[src/rtl/cve2_rvfi_trace_buffer.sv]
// RVFI retirement trace buffer: PC-window filter feeding a FWFT record FIFO.
// Full buffer either drops the newest record or overwrites the oldest.
module cve2_rvfi_trace_buffer #(
    parameter int unsigned Depth        = 16,
    parameter int unsigned OrderWidth   = 16,
    parameter int unsigned DropCntWidth = 8
) (
    input  logic                       clk_i,
    input  logic                       rst_ni,
    input  logic                       cfg_en_i,
    input  logic                       cfg_wrap_i,
    input  logic                       cfg_filter_en_i,
    input  logic [31:0]                cfg_pc_lo_i,
    input  logic [31:0]                cfg_pc_hi_i,
    input  logic                       clear_i,
    input  logic                       rvfi_valid,
    input  logic [63:0]                rvfi_order,
    input  logic [31:0]                rvfi_pc_rdata,
    input  logic [31:0]                rvfi_insn,
    input  logic [4:0]                 rvfi_rd_addr,
    input  logic [31:0]                rvfi_rd_wdata,
    input  logic                       rvfi_trap,
    input  logic                       rvfi_intr,
    output logic                       rd_valid_o,
    input  logic                       rd_ready_i,
    output logic [OrderWidth-1:0]      rd_order_o,
    output logic [31:0]                rd_pc_o,
    output logic [31:0]                rd_insn_o,
    output logic [4:0]                 rd_rd_addr_o,
    output logic [31:0]                rd_rd_wdata_o,
    output logic                       rd_trap_o,
    output logic                       rd_intr_o,
    output logic [$clog2(Depth):0]     level_o,
    output logic                       overflow_o,
    output logic [DropCntWidth-1:0]    dropped_cnt_o
);

    localparam int unsigned PtrW = $clog2(Depth);
    localparam int unsigned LvlW = PtrW + 1;

    typedef struct packed {
        logic [OrderWidth-1:0] order;
        logic [31:0]           pc;
        logic [31:0]           insn;
        logic [4:0]            rd_addr;
        logic [31:0]           rd_wdata;
        logic                  trap;
        logic                  intr;
    } rec_t;

    rec_t            mem [Depth];
    rec_t            wr_rec;
    rec_t            rd_rec;
    logic [PtrW-1:0] wptr;
    logic [PtrW-1:0] rptr;
    logic [LvlW-1:0] level;

    logic in_window;
    logic cap;
    logic full;
    logic pop;
    logic ovf_evt;
    logic wr_en;
    logic rd_adv;

    if (OrderWidth < 64) begin : g_order_unused
        logic unused_order;
        assign unused_order = ^rvfi_order[63:OrderWidth];
    end

    assign in_window = (rvfi_pc_rdata >= cfg_pc_lo_i) &&
                       (rvfi_pc_rdata <= cfg_pc_hi_i);
    assign cap = rvfi_valid & cfg_en_i &
                 (~cfg_filter_en_i | rvfi_trap | in_window);

    assign full     = (level == LvlW'(Depth));
    assign pop      = rd_valid_o & rd_ready_i;
    // A capture into a full buffer with no pop to make room is lost either way.
    assign ovf_evt  = cap & full & ~pop;
    assign wr_en    = ~clear_i & cap & (~full | pop | cfg_wrap_i);
    // Wrap mode evicts the oldest record by moving the read side along.
    assign rd_adv   = ~clear_i & (pop | (ovf_evt & cfg_wrap_i));

    assign wr_rec.order    = rvfi_order[OrderWidth-1:0];
    assign wr_rec.pc       = rvfi_pc_rdata;
    assign wr_rec.insn     = rvfi_insn;
    assign wr_rec.rd_addr  = rvfi_rd_addr;
    assign wr_rec.rd_wdata = rvfi_rd_wdata;
    assign wr_rec.trap     = rvfi_trap;
    assign wr_rec.intr     = rvfi_intr;

    // Record storage; contents are don't-care until written, so no reset.
    always_ff @(posedge clk_i) begin
        if (wr_en) begin
            mem[wptr] <= wr_rec;
        end
    end

    // Pointers, fill level and overflow status.
    always_ff @(posedge clk_i or negedge rst_ni) begin
        if (!rst_ni) begin
            wptr          <= '0;
            rptr          <= '0;
            level         <= '0;
            overflow_o    <= 1'b0;
            dropped_cnt_o <= '0;
        end else if (clear_i) begin
            wptr          <= '0;
            rptr          <= '0;
            level         <= '0;
            overflow_o    <= 1'b0;
            dropped_cnt_o <= '0;
        end else begin
            if (wr_en) begin
                wptr <= wptr + 1'b1;
            end
            if (rd_adv) begin
                rptr <= rptr + 1'b1;
            end
            if (wr_en && !rd_adv) begin
                level <= level + 1'b1;
            end else if (!wr_en && rd_adv) begin
                level <= level - 1'b1;
            end
            if (ovf_evt) begin
                overflow_o <= 1'b1;
                if (dropped_cnt_o != '1) begin
                    dropped_cnt_o <= dropped_cnt_o + 1'b1;
                end
            end
        end
    end

    assign rd_rec        = mem[rptr];
    assign rd_valid_o    = (level != '0);
    assign level_o       = level;
    assign rd_order_o    = rd_rec.order;
    assign rd_pc_o       = rd_rec.pc;
    assign rd_insn_o     = rd_rec.insn;
    assign rd_rd_addr_o  = rd_rec.rd_addr;
    assign rd_rd_wdata_o = rd_rec.rd_wdata;
    assign rd_trap_o     = rd_rec.trap;
    assign rd_intr_o     = rd_rec.intr;

endmodule

[config.mk]
export PLATFORM = sky130hd
export DESIGN_NAME = cve2_rvfi_trace_buffer
export DESIGN_NICKNAME = d
export VERILOG_FILES = /design/src/rtl/cve2_rvfi_trace_buffer.sv
export SDC_FILE = /design/constraint.sdc
export NUM_CORES = 2
export LEC_CHECK = 0
export CAP_MARGIN = 0
export CORE_MARGIN = 8
export CORE_UTILIZATION = 30
export CTS_BUF_LIST = sky130_fd_sc_hd__clkbuf_2
export CTS_CLUSTER_SIZE = 14
export DETAILED_ROUTE_END_ITERATION = 6
export GPL_ROUTABILITY_DRIVEN = 0
export GPL_TIMING_DRIVEN = 0
export HOLD_SLACK_MARGIN = 0.15
export SYNTH_ARGS = -nofsm -noshare
export SYNTH_HDL_FRONTEND = slang
export SYNTH_SLANG_ARGS = --single-unit
[constraint.sdc]
create_clock -name clk_i -period 14 [get_ports clk_i]
set_clock_uncertainty 0.1 [all_clocks]
set_input_delay 2.1 -clock clk_i [delete_from_list [all_inputs] [get_ports clk_i]]
set_output_delay 2.1 -clock clk_i [all_outputs]
set_load 0.01 [all_outputs]
* Word level (Yosys, flattened, before mapping) *
Memories as Yosys holds them, arrays and structs flattened.
Cells that the tools add are included.

word-level totals
  register bits after elaboration = 22
  memory bits (writable) = 1,904
  input bits = 239
  output and inout bits = 134
  word-level logic and storage cells = 59
  memories = 1

cells by class
  add/subtract/negate cells = 5
  magnitude comparators = 2
  equality and inequality tests = 2
  mux-type cells = 14
  bitwise logic cells = 18
  reduce and logical (&&, ||, !) cells = 12

memories
  memory  depth  width  read ports  clocked after Yosys merged registers in  write ports  line  source
  mem     16     119    1           0                                        1            51    rec_t mem [Depth];

operators by type and width
  kind                   count
  $ge A32 B32 Y1         1
  $le A32 B32 Y1         1
  $mux W8                3
  $mux W4                4
  $mux W5                3
  $and A1 B1 Y1          9
  $add A4 B1 Y4 const B  2
  $add A8 B1 Y8 const B  1
  $ne A8 B8 Y1 const B   1
  $reduce_bool A2 Y1     4
  $add A5 B1 Y5 const B  1
  $eq A5 B5 Y1 const B   1
  $or A1 B1 Y1           5
  $reduce_bool A5 Y1     1
  $sub A5 B1 Y5 const B  1
  $mux W1                4
  $not A1 Y1             4
  $logic_and A1 B1 Y1    3
  $reduce_bool A3 Y1     1
  $logic_not A1 Y1       2
  $reduce_and A2 Y1      1

* Logic depth before layout (Yosys ltp) *
  depth after elaboration = 13
  gate-level depth with buffers = 19
  mapped depth without buffers = 17

* Least setup slack after synthesis *
OpenSTA, ideal clock, no wires.

  kind = in2reg
  start point = input cfg_pc_lo_i[29]
  end point = memory mem[11][0] in the netlist's numbering (enable)
  setup time = 0.493 ns
  arrival = 6.975 ns
  data required time = 13.407 ns
  slack = 6.433 ns
  stages = 11
  path buffers = 2
  cells stage by stage = inv_1 ha_1 nand4_1 or4_1 nor4_1 a21o_2 buf_6 o311ai_4 nor2_2 clkbuf_1 and3_1

between the ends
  longest elaborated chain between the ends = 8

RTL lines
  item                           line  source
  start: declaration             13    input logic [31:0] cfg_pc_lo_i,
  $ge A32 B32 Y1                 71    assign in_window = (rvfi_pc_rdata >= cfg_pc_lo_i) &&
  $logic_and A1 B1 Y1            71
  $or A1 B1 Y1                   74    (~cfg_filter_en_i | rvfi_trap | in_window);
  $and A1 B1 Y1                  73    assign cap = rvfi_valid & cfg_en_i &
  $and A1 B1 Y1 (2 in a row)     80    assign wr_en = ~clear_i & cap & (~full | pop | cfg_wrap_i);
  $mux W1                        94    if (wr_en) begin
  $mux W1 (implied by the code)  95    mem[wptr] <= wr_rec;
  end: declaration               51

Every way passes these cells.

* Worst setup path in the final report *
  start point = register rptr[0]
  end point = output rd_pc_o[9]

between the ends
  longest elaborated chain between the ends = 1

RTL lines
  item                      line  source
  start: declaration        55    logic [PtrW-1:0] rptr;
  start signal: assignment  118   rptr <= rptr + 1'b1;
  $mem_v2 Z16 W119          --
  end: declaration          27    output logic [31:0] rd_pc_o,

Every way passes these cells.

==> results_dict.tcl <==
set metrics [dict create \
    rows 184 \
    power.leakage_nw 28.2 \
    arrival_ns 6.06 \
    timing.rr.start "level_o[0]$_DFFE_PN0P_" \
    cts_setup_buffers 0 \
    fin_util 0.350 \
    dpl.hpwl_mm 132 \
    drive_gt1_frac 0.225 \
    regToRegSetupSlack_ns 9.58 \
    cts_hold_repair.buffers 0 \
    first_iter_violations 4134 \
    rsz0062_at_grt "no" \
    drt_first_pass_iters 5 \
    finalWorstSetupSlack_ns 5.74 \
    grt_max_degree 51 \
    drcViolationCount 0 \
    period_share 0.590 \
    synth-edff-count 1904 \
    fin_tns_setup_ns 0 \
    netlist_area_sq_um 75500 \
    cp-start-kind "flop" \
    avgRoutedWirePerCell_microns 24.8 \
    nets 5051 \
    hold_viol_final 0 \
    p_total_mw 12.4 \
    status "complete, no violations" \
    async_flop_share 0.0114 \
    period_minus_slack_ns 8.26 \
    clock_path_buffers 4 \
    areaGrowthSynthToFinish_pct 16.4 \
    die_width_microns 518 \
    die_y_microns 518 \
    core_sq_um 251000 \
    start_util 0.301 \
    ioPinCount 373 \
    synthCells 3921 \
    pwr_density_cell_nw_per_um2 141 \
    antenna_found_initial 39 \
    synthFlopType "edfxtp_1" \
    layout_commonest_cell "edfxtp_1" \
    postCtsResizedCells 0 \
    met1Wirelength_mm 90.0 \
    fillers 23800 \
    final_cell_mix "1904 x edfxtp_1, 671 x clkbuf_2, 361 x mux2i_1, 321 x clkdlybuf4s50_1, 255 x o21ai_0" \
    io_buffers 322 \
    dr_wl_met2_mm 95.0 \
    yosysWarnings 0 \
    cap_violations 0 \
    ff2ff_path_depth 13 \
    placed_cells 7631 \
    vias 41600 \
    slew_viol_final 0 \
    grt_usage 0.149 \
    critical_path_class "flop to primary output" \
    worst-path-stages 9 \
    wl_met3_mm 18.9 \
    ys_types 56 \
    crit_end "rd_pc_o[9]" \
    hold_class "input port to asynchronous set/reset pin" \
    crit_top_cell "clkbuf_1" \
    setup_viol 0 \
    cts-root-buf "clkbuf_2" \
    via_per_inst 4.94 \
    clock_latency_ns 1.68 \
    final_cells 8421 \
    clk_pin_slew_ns 0.11 \
    ant_nets 0 \
    ir_drop_mv 0.0744 \
    die_area_sq_um 268000 \
    holdWs_ns 0.369 \
    syn_area_per_cell_sq_um 19.3 \
    synth_area_leader_cell "edfxtp_1" \
    yosysTopAreaCellShare 0.757 \
    yosys-top-cells-area "edfxtp_1 76%, mux4_2 7.1%, mux2i_1 4.8%" \
    crit_buf_inv 5 \
    dpl-instance-area_sq_um 84100 \
    top_layer_used "met5" \
    slowest_stage "clkbuf_1" \
    grt_pass1_vias 42700 \
    cp.required_ns 11.80 \
    clock.fmax_ghz 0.121 \
    crit_family "buffers and inverters" \
    reg2reg_to "level_o[4]$_DFFE_PN0P_" \
    setup.worst_path.start "rptr[0]$_DFFE_PN0P_" \
    cts_tree "done" \
    stdcell_area_sq_um 87900 \
    synth_seq_area_share 0.764 \
    dp_slack_ns 5.81 \
    worstMarginPinSlew_ns 1.30 \
    h-tree-depth 5 \
    crit_path_end_kind "primary output" \
    cts_made_buffers 453 \
    relSlewSlack 0.132 \
    crit_chain "clkbuf_1 > clkbuf_2 > buf_2 > clkbuf_1 > mux2i_1 > a221oi_1 > o21ai_0 > nand2_1 > clkdlybuf4s50_1" \
    cp_max_fo 10 \
    grt-ovfl-total 0 \
    wl_mm 208 \
    grt_pass1_wl_mm 295 \
    cts_sinks 1926 \
    max_stage_delay_ns 0.79 \
    synth-seq-cells 1926 \
    syn_nets 4234 \
]
[flip-flops by register name (all words and copies together) (netlist names)]
register / cells
rptr: 4
overflow_o: 1
wptr: 4
level_o: 5
dropped_cnt_o: 8
mem: 1904
[power breakdown]
group	internal, mW	switching [mW]
registers	6.35	0.0158
clock network	1.29	2.17
logic	1.13	1.39
total	8.77	3.58
[final cells by class]
cell class | instances | area, sq um | area share
tap | 3348 | 4190 | 0.0476
clock inverter | 112 | 512 | 0.00582
timing repair buffer | 362 | 4270 | 0.0486
sequential | 1926 | 57700 | 0.656
clock buffer | 663 | 3320 | 0.0377
antenna | 15 | 37.5 | 0.000427
buffer | 205 | 817 | 0.00929
multi-input combinational | 1722 | 16800 | 0.191
inverter | 68 | 255 | 0.00290
[cells in the mapped netlist, types with 16 or more instances]
library cell / n
mux2_2: 122
nand4_1: 16
ha_1: 73
edfxtp_1: 1904
mux4_2: 238
buf_1: 36
inv_1: 68
a221oi_1: 120
o21ai_0: 255
nor2_1: 22
nand2_1: 138
a21oi_1: 152
a22oi_1: 119
mux2i_1: 361
dfrtp_1: 22
clkbuf_1: 156
[cells by family after synthesis]
kind of cell	count (synthesis)	synth area share
AOI/OAI and AO/OA	676	0.0562
xor gates and xnor gates	8	0.000928
adders and majority gates	74	0.0124
buffers and inverters	273	0.0141
DFF	1926	0.764
muxes	722	0.137
and+or+nand+nor	242	0.0149
[how the worst min path moves through the flow]
stage	startpoint	to	cells after the start
6_report	rst_ni	overflow_o$_DFFE_PN0P_	1
5_1_grt	rst_ni	dropped_cnt_o[6]$_DFFE_PN0P_	1
4_1_cts	clear_i	level_o[1]$_DFFE_PN0P_	3
3_5_place_dp	overflow_o$_DFFE_PN0P_	overflow_o$_DFFE_PN0P_	2
3_3_place_gp	overflow_o$_DFFE_PN0P_	overflow_o$_DFFE_PN0P_	2
2_1_floorplan	overflow_o$_DFFE_PN0P_	overflow_o$_DFFE_PN0P_	2
[layer usage]
metal,vias up,global-route usage
met2,1838,0.229
met3,272,0.0420
met1,21400,0.205
li1,18000,-
met4,6,0.0453
met5,-,0
Power figures use the tool's default switching activity.
